--- config.mk ---
export PLATFORM = sky130hd
export DESIGN_NAME = switch_port_arbiter
export DESIGN_NICKNAME = d
export VERILOG_FILES = /design/src/rtl/switch_arb_pkg.sv /design/src/rtl/switch_port_arbiter_rr_pick.sv /design/src/rtl/switch_port_arbiter.sv
export SDC_FILE = /design/constraint.sdc
export NUM_CORES = 1
export LEC_CHECK = 0
export ABC_AREA = 1
export CORE_UTILIZATION = 30
export DETAILED_ROUTE_END_ITERATION = 7
export PLACE_DENSITY_LB_ADDON = 0.05
export SETUP_SLACK_MARGIN = 0.15
export SYNTH_ARGS = -nofsm -noshare
export SYNTH_HDL_FRONTEND = slang
export SYNTH_SLANG_ARGS = --single-unit
--- constraint.sdc ---
create_clock -name clk -period 5.71 [get_ports clk]
set_clock_uncertainty 0.1 [all_clocks]
set_input_delay 0.8565 -clock clk [delete_from_list [all_inputs] [get_ports clk]]
set_output_delay 0.8565 -clock clk [all_outputs]
set_load 0.05 [all_outputs]
--- src/rtl/switch_arb_pkg.sv ---
// rtl/switch_arb_pkg.sv - shared types and helpers for the switch port arbiter
package switch_arb_pkg;

  typedef enum logic {IDLE, GRANT} arb_state_t;

  localparam int MAX_ONEHOT_W = 64;

  function automatic int idx_w(input int n);
    return (n > 1) ? $clog2(n) : 1;
  endfunction

  function automatic int onehot_to_idx(input logic [MAX_ONEHOT_W-1:0] oh);
    int idx;
    idx = 0;
    for (int i = 0; i < MAX_ONEHOT_W; i++) begin
      if (oh[i]) idx = idx | i;
    end
    return idx;
  endfunction

endpackage

--- src/rtl/switch_port_arbiter_rr_pick.sv ---
// rtl/switch_port_arbiter_rr_pick.sv - combinational round-robin winner search
module rr_pick
  import switch_arb_pkg::*;
#(
  parameter int NUM_OF_PORTS = 16,
  localparam int IDX_W = idx_w(NUM_OF_PORTS)
) (
  input  logic [NUM_OF_PORTS-1:0] req,
  input  logic [IDX_W-1:0]        rr_ptr,
  output logic [IDX_W-1:0]        winner,
  output logic                    found
);

  localparam logic [IDX_W:0] PORTS = (IDX_W+1)'(NUM_OF_PORTS);

  logic [2*NUM_OF_PORTS-1:0] req_dbl;
  logic [NUM_OF_PORTS-1:0]   hit;
  logic [IDX_W-1:0]          cand [NUM_OF_PORTS];

  assign req_dbl = {req, req};

  // Slot i looks at port rr_ptr+1+i; the doubled vector makes the wrap free.
  for (genvar i = 0; i < NUM_OF_PORTS; i++) begin : g_scan
    logic [IDX_W:0] pos;
    assign pos     = {1'b0, rr_ptr} + (IDX_W+1)'(i + 1);
    assign hit[i]  = req_dbl[pos];
    assign cand[i] = (pos >= PORTS) ? IDX_W'(pos - PORTS) : pos[IDX_W-1:0];
  end

  always_comb begin
    found  = 1'b0;
    winner = '0;
    for (int j = NUM_OF_PORTS - 1; j >= 0; j--) begin
      if (hit[j]) begin
        found  = 1'b1;
        winner = cand[j];
      end
    end
  end

endmodule

--- src/rtl/switch_port_arbiter.sv ---
// rtl/switch_port_arbiter.sv - packet-granular round-robin egress arbiter
// Optional hold timeout enabled by defining SWITCH_ARB_TIMEOUT_EN.
module switch_port_arbiter
  import switch_arb_pkg::*;
#(
  parameter int NUM_OF_PORTS = 16,
  parameter int MAX_HOLD     = 256,
  localparam int IDX_W = idx_w(NUM_OF_PORTS)
) (
  input  logic                    clk,
  input  logic                    rst,
  input  logic [NUM_OF_PORTS-1:0] req,
  input  logic [NUM_OF_PORTS-1:0] in_valid,
  input  logic [NUM_OF_PORTS-1:0] in_last,
  output logic [NUM_OF_PORTS-1:0] in_ready,
  output logic                    out_valid,
  output logic                    out_last,
  input  logic                    out_ready,
  output logic [NUM_OF_PORTS-1:0] grant,
  output logic [IDX_W-1:0]        out_sel,
  output logic                    busy,
  output logic                    timeout
);

  arb_state_t       state;
  logic [IDX_W-1:0] rr_ptr;
  logic [IDX_W-1:0] winner;
  logic             found;
  logic             accept;
  logic             done;
  logic             expire;

  rr_pick #(.NUM_OF_PORTS(NUM_OF_PORTS)) u_rr_pick (
    .req    (req),
    .rr_ptr (rr_ptr),
    .winner (winner),
    .found  (found)
  );

  // grant is zero outside GRANT, so masking by it gates every egress path.
  assign in_ready  = grant & {NUM_OF_PORTS{out_ready}};
  assign out_valid = |(grant & in_valid);
  assign out_last  = |(grant & in_valid & in_last);
  assign accept    = out_valid & out_ready;
  assign done      = accept & out_last;

`ifdef SWITCH_ARB_TIMEOUT_EN
  localparam int HOLD_W = idx_w(MAX_HOLD);
  logic [HOLD_W-1:0] hold_cnt;

  assign expire = (state == GRANT) && !accept && (hold_cnt == HOLD_W'(MAX_HOLD - 1));

  always_ff @(posedge clk or posedge rst) begin
    if (rst) begin
      hold_cnt <= '0;
      timeout  <= 1'b0;
    end else begin
      timeout <= expire;
      if (state != GRANT || accept) hold_cnt <= '0;
      else                          hold_cnt <= hold_cnt + 1'b1;
    end
  end
`else
  assign expire  = 1'b0;
  assign timeout = 1'b0;
`endif

  always_ff @(posedge clk or posedge rst) begin
    if (rst) begin
      state   <= IDLE;
      grant   <= '0;
      out_sel <= '0;
      busy    <= 1'b0;
      rr_ptr  <= IDX_W'(NUM_OF_PORTS - 1);
    end else begin
      case (state)
        IDLE: begin
          if (found) begin
            state   <= GRANT;
            grant   <= NUM_OF_PORTS'(1) << winner;
            out_sel <= winner;
            busy    <= 1'b1;
          end
        end
        GRANT: begin
          // The released port becomes lowest priority for the next search.
          if (done || expire) begin
            state  <= IDLE;
            grant  <= '0;
            busy   <= 1'b0;
            rr_ptr <= out_sel;
          end
        end
        default: state <= IDLE;
      endcase
    end
  end

endmodule

# After elaboration in Yosys (flattened, before gate mapping)
# Index checks and enable logic that the tools add are counted.
[word_totals]
mem_bits_rw = 0
inputBits = 51
mem_count = 0
mem_bits_ro = 0
elab_cells = 172
regBits = 26
latch_bits = 0
[op_classes]
div_mod_pow = 0
n_bitwise = 6
muxes = 89
shifts = 1
addsub = 32
reduce_logical = 5
mul = 0
eq_ne = 2
magnitude_cmp = 32
[op_table]
columns = ["operator", "n"]
rows = [
  ["$mux 4", 32],
  ["$lt 5x6->1 const B", 16],
  ["$bmux 1 s5", 16],
  ["$ge 5x5->1 const B", 16],
  ["$sub 4x1->4 const B", 16],
  ["$and 16x16->16", 3],
  ["$add 4x4->5 const B", 8],
  ["$mux 1", 36],
  ["$mux 16", 2],
  ["$pmux 16 s2", 1],
  ["$reduce_or 16->1", 2],
  ["$add 4x3->5 const B", 4],
  ["$shl 1x4->16 const A", 1],
  ["$add 4x2->5 const B", 2],
  ["$reduce_and 2->1", 3],
  ["$add 4x1->5 const B", 1],
  ["$add 4x5->5 const B", 1],
  ["$pmux 1 s2", 2],
  ["$and 1x1->1", 2],
  ["$ne 2x1->1 const B", 1],
  ["$ne 2x2->1 const B", 1],
  ["$not 1->1", 1],
]

# Depth between registers and ports, before layout
[depth]
ltp_word = 22
depth_mapped = 33

# Modules after synthesis
# A second synthesis with hierarchy kept.
[unflattened]
hier_cells = 590
area_unflattened_um2 = 3213.1
[by_module_without_submodules]
columns = ["mod", "n_inst", "cells_per_inst", "seq_area_each_um2", "area_each_um2"]
rows = [
  ["rr_pick", 1, 358, 0.0, 1674.1],
  ["switch_port_arbiter", 1, 232, 655.6, 1539.0],
]

# Worst setup path after synthesis
# Ideal clock, no wire load.
[synth_timing]
path_kind = "reg2reg"
start = "reg rr_ptr[0]"
end = "reg grant[12]"
path_buffers = 2
slack_ns = 2.660
path_stages_with_launch = 28
required_time_ns = 5.544
synth_period_minus_slack_ns = 3.050
t_arrival_ns = 2.884
setup_time_ns = 0.066
path_cell_list = "dfstp_2 > inv_2 > buf_6 > ha_1 > inv_1 > clkbuf_4 > nand3_1 > nand3_1 > nand2_1 > nand2_1 > nand2_4 > nor2_2 > nand2_1 > nand2_1 > nand2_1 > nand2_1 > nand2_1 > nand2_1 > nand3_1 > nand2_1 > nand2_1 > nand2_1 > nand2_2 > a21oi_4 > nand3_2 > nor2_1 > nand2_1 > nand2_1"
[synth_via]
elab_chain_len = 22
word_cells_on_any_way = 133
cone_classes = "32 x add/sub; 16 x order compare; 1 x eq/ne; 1 x shift; 82 x mux; 1 x reduce/logical"
[synth_lines]
columns = ["item", "line_no", "source"]
rows = [
  ["from (decl)", "switch_port_arbiter.sv:26", "logic [IDX_W-1:0] rr_ptr;"],
  ["from (signal assigned)", "switch_port_arbiter.sv:74", "rr_ptr <= IDX_W'(NUM_OF_PORTS - 1);"],
  ["from (signal assigned)", "switch_port_arbiter.sv:91", "rr_ptr <= out_sel;"],
  ["$add 4x5->5", "switch_port_arbiter_rr_pick.sv:25", "assign pos = {1'b0, rr_ptr} + (IDX_W+1)'(i + 1);"],
  ["$bmux 1 s5 (tied with other cells)", "switch_port_arbiter_rr_pick.sv:26", "assign hit[i] = req_dbl[pos];"],
  ["$mux 1 (not written as such) / $mux 4 (equally long branches)", "switch_port_arbiter_rr_pick.sv:26, switch_port_arbiter_rr_pick.sv:27", ""],
  ["$mux 4 (16 in series)", "switch_port_arbiter_rr_pick.sv:34", "if (hit[j]) begin"],
  ["$shl 1x4->16", "switch_port_arbiter.sv:80", "grant <= NUM_OF_PORTS'(1) << winner;"],
  ["$mux 16", "switch_port_arbiter.sv:78", "if (found) begin"],
  ["$pmux 16 s2", "switch_port_arbiter.sv:76", "case (state)"],
  ["to (signal assigned)", "switch_port_arbiter.sv:80", ""],
  ["to (decl)", "switch_port_arbiter.sv:19", "output logic [NUM_OF_PORTS-1:0] grant,"],
]
# Several ways; a longest one is shown, not always the timed one. The select of a mux whose other input is x is not followed.
# A chain may end at the register's enable or synchronous reset.

# Worst setup path after layout
[layout_timing]
start = "reg rr_ptr[0]"
end = "reg grant[10]"
# Same word-level chain as after synthesis.

==> results.yml <==
run_status:
  status: "completed"
placed_design:
  io_buffers: 89
  hpwl_um: 9836
  place_congestion: 0.8758
floorplan:
  die_w_um: 106.1
  die_h_um: 106.1
  start_util: 0.3122
  pin_count: 91
  rows: 37
  core_area_um2: 10420
  dieArea_um2: 11260
timing:
  setup_tns_ns: 0
  min_period_ns: 4.516
  layout_worst_path_cycle_share: 0.7909
  hold_violations: 0
  slew_viol_final: 0
  rsz0062_at_grt: "no"
  tightestPinTransition_ns: 0.9879
  finalSetupViolCount: 0
  maxSlewHeadroom: 0.3407
  clock.fmax_mhz: 221.4
synthesis:
  avgSynthCellArea_um2: 5.745
  syn_area_um2: 3252
  synth_common_cells: "nand2_1 (230), nand3_1 (85), inv_1 (54), a21oi_1 (32), nand2_2 (25)"
  synthMuxAreaShare: 0
  yosysTopAreaCellShare: 0.2655
  ys_seq_elements: 26
  synth-simple-area-share: 0.5133
  yosysSeqAreaShare: 0.2016
  async_flop_share: 1.000
  synth_xor_area_frac: 0.01770
  yosys.area.top_type: "nand2_1"
  yosysWarnings: 0
  synth_top_family_by_area: "simple AND/OR/NAND/NOR gates"
  synth_compound_gate_area_share: 0.1200
  synth_edf_count: 0
  yosysUniqueCellTypes: 35
  synth.most_common_cell: "nand2_1"
  synth_flop_cell: "dfrtp_1"
  synth_cells: 566
  synthTopCellsByArea: "nand2_1 (27%), dfrtp_1 (17%), nand3_1 (13%)"
  synth_adder_area_share: 0.03078
  synth_nets: 625
finish:
  drive_gt1_frac: 0.1006
  final_util: 0.4086
  area_growth_pct: 30.90
  fin_nets: 706
  n_antenna_cell: 0
critical_path:
  end_kind: "flop"
  r2r-start: "rr_ptr[0]"
  required_ns: 5.81
  critPathMaxFanout: 25
  worstSetupPathType: "reg2reg"
  rr_worst_depth: 18
  timing.rr.end: "grant[10]"
  reg2reg_setup_slack_ns: 1.19
  cp.arrival_ns: 4.61
  start_kind: "flop"
  crit_end: "grant[10]"
  cp-startpoint: "rr_ptr[0]"
global_route:
  antenna_found_initial: 0
  track_usage: 0.2166
  grt-ovfl-total: 0
  grt_max_degree: 27
  grt_pass1_vias: 3663
  grt_pass1_wl_um: 19120
drt:
  wl_um: 11980
  via_per_inst: 4.882
  met3_length_um: 326
  wl_per_cell_um: 15.31
  met1_length_um: 5750
  drc: 0
  via_count: 3818
  routed.top_layer: "met4"
  wl_met2_um: 5642
  drt_iter0_markers: 251
  first_pass_iters: 5
  drt.antenna.violating_nets: 0
clock_network:
  cts_buffers: 3
  postCtsHoldBufs: 0
  clk_latency_ns: 0.27
  cts_tree: "built"
  cts_setup_buffers: 0
  cts-root-buf: "clkbuf_8"
  clk_pin_slew_worst_paths_ns: 0.09
  cts.sinks: 26
  cts_resized: 0
  cts.path.max_buffers: 2
  h-tree-depth: 1
job:
  max_cap_violations: 0
worst_hold_path:
  min_path_type: "reg2reg"
==> cell type report <==
type,count,area [um^2]
fillers,1195,6160
multi-input cells,456,2221
repair buffers,89,890.9
flip-flops and latches,26,655.6
inverters,71,274.0
well taps,136,170.2
clock buffers,4,45.04
==> through the flow <==
step | std cells | area, um^2 | worst slack [ns] | hold WS [ns]
after floorplan | 566 | 3252 | 2.660 | 0.3501
after global placement | 778 | 4212 | 1.337 | 0.3607
after detailed placement | 778 | 4212 | 1.284 | 0.3826
after CTS | 782 | 4257 | 1.266 | 0.4107
after global routing | 782 | 4257 | 0.7863 | 0.4576
final | 782 | 4257 | 1.194 | 0.4048
==> layout by cell type, fill, tap and decap left out, types with 2 or more instances in the layout <==
cell / count
a21oi_1: 32
a21oi_2: 2
a21oi_4: 2
a221oi_1: 2
a31oi_1: 3
clkbuf_8: 3
clkdlybuf4s50_1: 89
dfrtp_1: 22
dfstp_2: 4
ha_1: 8
inv_1: 54
inv_2: 14
inv_4: 3
nand2_1: 230
nand2_2: 25
nand2_4: 3
nand3_1: 85
nand4_1: 6
nor2_1: 24
nor2_2: 2
nor4_1: 2
o21ai_0: 7
o21ai_1: 3
o21ai_2: 2
o21bai_1: 8
xor2_2: 3
==> critical path, cell delays in order, from the launching register on <==
cell      delay [ns]
dfstp_2         0.87
inv_2           0.31
ha_1            0.56
inv_1           0.43
nand3_1         0.17
nand3_1         0.13
nand2_2         0.09
nand2_1         0.12
nand2_2         0.15
nor2_1          0.12
nand3_1         0.08
nor4_1          0.18
nand4_1         0.26
nand2_2         0.24
inv_2           0.12
nor2_8          0.18
inv_2           0.10
nor2_1          0.09
o21bai_1        0.12
==> worst min-delay path by stage <==
stage	from	endpoint	slack (ns)	cells after the start
floorplan	state	state	0.35	2
global route	state	state	0.46	2
finish	busy	busy	0.40	2
CTS	state	state	0.41	2
detailed placement	busy	busy	0.38	2
global placement	busy	busy	0.36	2
==> flip-flops by register name, summed over array words and instances (netlist names) <==
signal and flops:
busy 1, grant 16, out_sel 4, state 1
rr_ptr 4
==> kinds of logic after synthesis <==
logic type | count (synthesis)
buffers and inverters | 84
and+or+nand+nor | 380
DFF | 26
xor gates and xnor gates | 4
adders and majority gates | 8
AOI/OAI and AO/OA | 63
other | 1
==> per-layer routing <==
| metal | GRT usage | vias up |
|---|---|---|
| met3 | 0.01288 | 14 |
| met1 | 0.3072 | 1763 |
| li1 | - | 1952 |
| met4 | 0.06151 | 0 |
| met2 | 0.3530 | 89 |
| met5 | 0 | - |
Power is left out: the tool's default activity adds up to more than one toggle a clock period on the data nets, which glitch-free logic cannot reach.
